File: config.mk
export PLATFORM = sky130hd
export DESIGN_NAME = unary_reduce_sequencer
export DESIGN_NICKNAME = d
export VERILOG_FILES = /design/src/rtl/unary_reduce_sequencer.sv
export SDC_FILE = /design/constraint.sdc
export NUM_CORES = 1
export LEC_CHECK = 0
export ABC_CLOCK_PERIOD_IN_PS = 3000
export CAP_MARGIN = 20
export CORE_AREA = 2 2 122 65
export DETAILED_ROUTE_END_ITERATION = 10
export DIE_AREA = 0 0 124 67
export GPL_ROUTABILITY_DRIVEN = 0
export PLACE_DENSITY = 0.84
export SYNTH_ARGS = -nofsm -noshare
export SYNTH_HDL_FRONTEND = slang
export SYNTH_SLANG_ARGS = --single-unit
File: constraint.sdc
create_clock -name clk -period 3 [get_ports clk]
set_clock_uncertainty 0.1 [all_clocks]
set_input_delay 0.3 -clock clk [delete_from_list [all_inputs] [get_ports clk]]
set_output_delay 0.3 -clock clk [all_outputs]
set_load 0.005 [all_outputs]
File: src/rtl/unary_reduce_sequencer.sv
// Multi-cycle OR/AND/XOR reduction of a W-bit operand through one shared N-bit datapath.
// Optional early termination for OR/AND when `UNARY_REDUCE_EARLY_EXIT_EN is defined.
module unary_reduce_sequencer #(
  parameter int W = 64,
  parameter int N = 8,
  localparam int CHUNKS = W / N,
  localparam int CW = $clog2(CHUNKS) + 1
) (
  input  logic          clk,
  input  logic          rst_n,
  input  logic          in_valid,
  output logic          in_ready,
  input  logic [1:0]    in_op,
  input  logic [W-1:0]  in_a,
  output logic          out_valid,
  input  logic          out_ready,
  output logic          out_c,
  output logic [CW-1:0] out_cycles
);

  typedef enum logic [1:0] {
    IDLE = 2'd0,
    RUN  = 2'd1,
    DONE = 2'd2
  } state_t;

  state_t          state_r;
  logic [W-1:0]    sreg_r;
  logic [1:0]      op_r;
  logic            acc_r;
  logic [CW-1:0]   idx_r;
  logic            out_valid_r;
  logic            out_c_r;
  logic [CW-1:0]   out_cycles_r;

  logic            red_s;
  logic            acc_next_s;
  logic            last_s;
  logic            exit_s;

  function automatic logic reduce_chunk(input logic [N-1:0] chunk, input logic [1:0] op);
    logic r;
    case (op)
      2'd1:    r = &chunk;
      2'd2:    r = ^chunk;
      default: r = |chunk;
    endcase
    return r;
  endfunction

  function automatic logic combine(input logic acc, input logic r, input logic [1:0] op);
    logic c;
    case (op)
      2'd1:    c = acc & r;
      2'd2:    c = acc ^ r;
      default: c = acc | r;
    endcase
    return c;
  endfunction

  // Per-cycle reduction of the low chunk and the decision to leave RUN
  always_comb begin
    red_s      = reduce_chunk(sreg_r[N-1:0], op_r);
    acc_next_s = combine(acc_r, red_s, op_r);
    last_s     = (idx_r == CW'(CHUNKS - 1));
`ifdef UNARY_REDUCE_EARLY_EXIT_EN
    if (op_r == 2'd1) begin
      exit_s = last_s || !acc_next_s;
    end else if (op_r == 2'd2) begin
      exit_s = last_s;
    end else begin
      exit_s = last_s || acc_next_s;
    end
`else
    exit_s = last_s;
`endif
  end

  // Sequencer FSM with registered result outputs
  always_ff @(posedge clk or negedge rst_n) begin
    if (!rst_n) begin
      state_r      <= IDLE;
      sreg_r       <= '0;
      op_r         <= 2'd0;
      acc_r        <= 1'b0;
      idx_r        <= '0;
      out_valid_r  <= 1'b0;
      out_c_r      <= 1'b0;
      out_cycles_r <= '0;
    end else begin
      case (state_r)
        IDLE: begin
          if (in_valid) begin
            sreg_r  <= in_a;
            // Reserved op 3 is folded to OR here so the datapath only sees 0..2
            op_r    <= (in_op == 2'd3) ? 2'd0 : in_op;
            acc_r   <= (in_op == 2'd1);
            idx_r   <= '0;
            state_r <= RUN;
          end
        end
        RUN: begin
          acc_r  <= acc_next_s;
          sreg_r <= sreg_r >> N;
          idx_r  <= idx_r + CW'(1);
          if (exit_s) begin
            state_r      <= DONE;
            out_valid_r  <= 1'b1;
            out_c_r      <= acc_next_s;
            out_cycles_r <= idx_r + CW'(1);
          end
        end
        DONE: begin
          if (out_ready) begin
            out_valid_r <= 1'b0;
            state_r     <= IDLE;
          end
        end
        default: begin
          state_r     <= IDLE;
          out_valid_r <= 1'b0;
        end
      endcase
    end
  end

  assign in_ready   = (state_r == IDLE);
  assign out_valid  = out_valid_r;
  assign out_c      = out_c_r;
  assign out_cycles = out_cycles_r;

endmodule

# Word-level counts from Yosys, hierarchy flattened
# Cells that the tools add are included.
# totals
register_bits	79
input_bits	70
output_inout_bits	7
word_cells	49
# op_classes
n_addsub	1
eq_ne	10
n_mux	16
bitwise	4
n_reduce_logical	10
# ops
op	count
$pmux 64 s2	1
$mux 64	1
$mux 2	4
$pmux 4 s2	1
$reduce_and 8->1	1
$reduce_or 8->1	1
$reduce_xor 8->1	1
$eq 2x1->1 const B	3
$eq 2x2->1 const B	3
$ne 2x2->1 const B	3
$pmux 1 s2	3
$pmux 2 s3	1
$reduce_and 2->1	3
$reduce_and 3->1	2
$add 4x1->4 const B	1
$eq 4x3->1 const B	1
$mux 4	1
$mux 1	3
$pmux 1 s3	1
$logic_not 2->1	1
$reduce_bool 2->1	1
$and 1x1->1	1
$not 1->1	1
$or 1x1->1	1
$xor 1x1->1	1

# Logic depth before layout (Yosys ltp)
# depth
word_depth	5
mapped_depth	9
depth_no_buf	9

# Worst setup path before layout
# OpenSTA, ideal clock, no wires.
# synth_path
path_kind	reg2reg
start	register sreg_r[4]
end	register acc_r
setup_time_ps	126
arrival_time_ps	2022
required_ps	2774
path_slack_ps	752
stages_incl_launch_ff	10
n_path_buf	0
synth_period_minus_slack_ps	2248
path_cell_list	dfrtp_1 -> inv_1 -> ha_1 -> xor2_1 -> xnor2_1 -> a211oi_1 -> ha_1 -> a221oi_1 -> a21oi_1 -> a221o_1
# synth_between
elab_chain_len	5
word_cells_on_any_way	9
cone_classes	mux (3); bitwise (3); reduce/logical (3)
# synth_lines
item	line	text
from (decl)	28	logic [W-1:0] sreg_r;
from (signal assigned)	94	sreg_r <= in_a;
from (signal assigned)	104	sreg_r <= sreg_r >> N;
$reduce_or 8->1 (tied with other cells)	46	default: r = |chunk;
$pmux 1 s2 *	43	case (op)
$or 1x1->1 (tied with other cells)	56	default: c = acc | r;
$pmux 1 s2 *	53	case (op)
$pmux 1 s2 *	91	case (state_r)
to (signal assigned)	97	acc_r <= (in_op == 2'd1);
to (signal assigned)	103	acc_r <= acc_next_s;
to (decl)	30	logic acc_r;
# Every way passes the cells marked *; elsewhere a longest branch is shown, timed or not.
# A chain may end at the register's enable or synchronous reset.

# Worst setup path in the final report
# Ends and elaborated chain as after synthesis.

==> metrics <==
R2R Path Start=sreg_r[4]; CTS Buf Count=9; Congestion Overflow GR=0; worst r2r path cells=9; required time worst endpoint=around 3.1 ns; Crit Path Class=reg2reg; area leader, netlist=dfrtp_1; dpl cells=around 510; Max clock buf depth=2; DR DRC count=0; Area growth, synth to finish=30.7%; syn nets=~440; Die X-Extent=between 100 and 150 um; CP Launch Point=sreg_r[4]; flops & latches, synth=just under 80; Worst setup endpoint=acc_r; Tightest Pin Transition=0.975 ns; Arrival @ worst endpoint=2.59 ns; Post-Syn Area=about 0.0036 mm^2; Netlist cell types=34; syn avg cell area=slightly below 10 um^2; CP max FO=2; Worst slew margin=between 30% and 40%; 1st-iter DRT viols=about 170; post-DR vias/cell=5.46; starting density of the core=between 40% and 50%; Antenna diodes=0; CTS Sinks=a little under 80; startpoint types=flop; I/O pins=77; max-slew violations=0; core area=around 0.0072 mm^2; CTS tree=yes; post_cts resized=0; fmax=0.404 GHz; Multi-input gate area=0.00124 mm^2; drt total wl=approximately 8.5 mm; vias in the first global route=around 2,900; final setup violation count=0; Peak VDD IR=0.000473 V; post-synthesis sequential area ratio=55.6%; TritonRoute pass-1 iters=4; commonest non-fill, non-tap cell in the layout=dfrtp_1; FF-to-FF setup slack=0.52 ns; final worst path period share=82.6%; Synth warnings=0; Max-Cap Viols=0; global-route wire length before repair=between 10 and 15 mm; PD cells=around 1000 mW/mm^2; Reg clk slew, reported paths=around 0.06 ns; largest cells by area after synthesis=dfrtp_1 56%, o22ai_1 9.7%, a21oi_1 8.0%; final antenna-violating net count=0; worst r2r dst=acc_r; largest net degree at the start of global routing=80; post-synthesis cell count=360; number of flops mapped to enable cells by yosys=0; hold crit path type=in2async; most frequent cells in the layout=79 x dfrtp_1, 75 x clkdlybuf4s50_1, 61 x inv_1; design area=0.00464 mm^2; die area=0.00831 mm^2; nets=between 500 and 600; Synth async-reset ratio=100%; leak pwr=2.20 nW; via count=2,890; Fill cells=approximately 550; initial antenna violation count=0; clock root buffer=clkbuf_16; Primary FF master, synth=dfrtp_1; HPWL Detailed=between 5 and 6 mm; routed len/inst=between 15 and 20 um; Finished Layout Cells=about 530; number of port buffers=between 70 and 80; post-synth top area share=a little under three fifths; Worst setup EP type=flop; Die Y=around 67 um; layout cells sized above 1=~6.5%; CTS H-tree depth=3; cts hold-fix bufs=0; row count=22; Clock Latency Late Sink=between 0.3 and 0.4 ns; Final Hold Viols=0; # Post-CTS Setup Buffers=0; DP Area=approximately 0.0044 mm^2; Sequential Area=just under 0.002 mm^2; TNS Setup=0 ns; status=finished, final reports clean; fin crit period=2.48 ns; unrepaired setup endpoints after global routing=no; GRT Total Usage=22.1%
## synthesized netlist by cell type, types with 2 or more instances
cell	number
nand3b_1	2
o22ai_1	55
mux2i_1	2
nor3b_1	2
a21o_1	2
nor2b_1	3
o21ai_0	4
buf_1	2
xnor2_1	2
ha_1	13
dfrtp_1	79
buf_6	3
clkbuf_1	6
mux2_2	3
buf_2	12
nor2_1	3
nand2_1	24
nand3_1	10
xor2_1	2
a21oi_1	57
inv_1	61
## stage by stage
step                utilization, %  power (W)  setup slack [ns]  hold WS [ns]
floorplan                        -    0.00321             0.752       -0.0956
global placement              60.9    0.00364             0.520         0.378
detailed placement            60.9    0.00377             0.507         0.383
CTS                           64.9    0.00483             0.550        0.0615
global route                  64.9    0.00521             0.408        0.0964
finish                        64.9    0.00482             0.523       0.00839
## cell families after synthesis
family / Yosys count / share of synthesized area, %
AO/OA/AOI/OAI: 126 / 20.7
XOR/XNOR: 4 / 0.986
adder cells (fa/ha/maj): 13 / 4.58
buffers and inverters: 84 / 9.93
flip-flops: 79 / 55.6
multiplexers: 5 / 1.51
AND/OR/NAND/NOR: 49 / 6.66
## where the power goes
| part | leakage, nW | switching (W) | internal [W] | total (W) |
|---|---|---|---|---|
| Sequential | 0.936 | 0.000323 | 0.00156 | 0.00189 |
| Clock | 0.134 | 0.000401 | 0.000623 | 0.00102 |
| Combinational | 1.13 | 0.00105 | 0.000867 | 0.00191 |
| Total | 2.20 | 0.00177 | 0.00305 | 0.00482 |
## sequential cells by signal (all words and copies together) (netlist names)
| signal | count |
|---|---|
| out_cycles | 4 |
| sreg_r | 64 |
| out_valid | 1 |
| state_r | 2 |
| acc_r | 1 |
| idx_r | 4 |
| out_c | 1 |
| op_r | 2 |
## per-layer routing
metal	GRT usage, %	share of wire (%)	routed length [um]	vias up
li1	-	-	-	1380
met1	28.9	44	3680	1382
met2	33.0	44	3740	110
met3	9.50	11	891	18
met4	7.44	1.6	135	0
met5	0	0	0	-
## how the worst min path moves through the flow
stage,to,depth (start not counted),slack [ns]
finish,out_cycles[2],1,0.008
global route,acc_r,1,0.1
CTS,out_cycles[2],1,0.06
detailed placement,out_valid,1,0.38
global placement,out_valid,1,0.38
floorplan,acc_r,0,-0.1
## layout make-up
| cell class | instances | share of cell area, % |
|---|---|---|
| multi-input cells | 197 | 26.6 |
| inverters | 61 | 4.93 |
| flip-flops and latches | 79 | 42.6 |
| clock inverters | 2 | 0.323 |
| repair buffers | 81 | 17.1 |
| clock buffers | 13 | 5.82 |
| well taps | 96 | 2.59 |
## critical path: stages, from the launching register on
cell and delay (ns):
dfrtp_1 0.35, inv_1 0.07, ha_1 0.30, xor2_1 0.21, xnor2_1 0.13, a211oi_1 0.23, ha_1 0.27, a221oi_1 0.27
a21oi_1 0.12, a221o_1 0.31
Power figures use the tool's default switching activity.
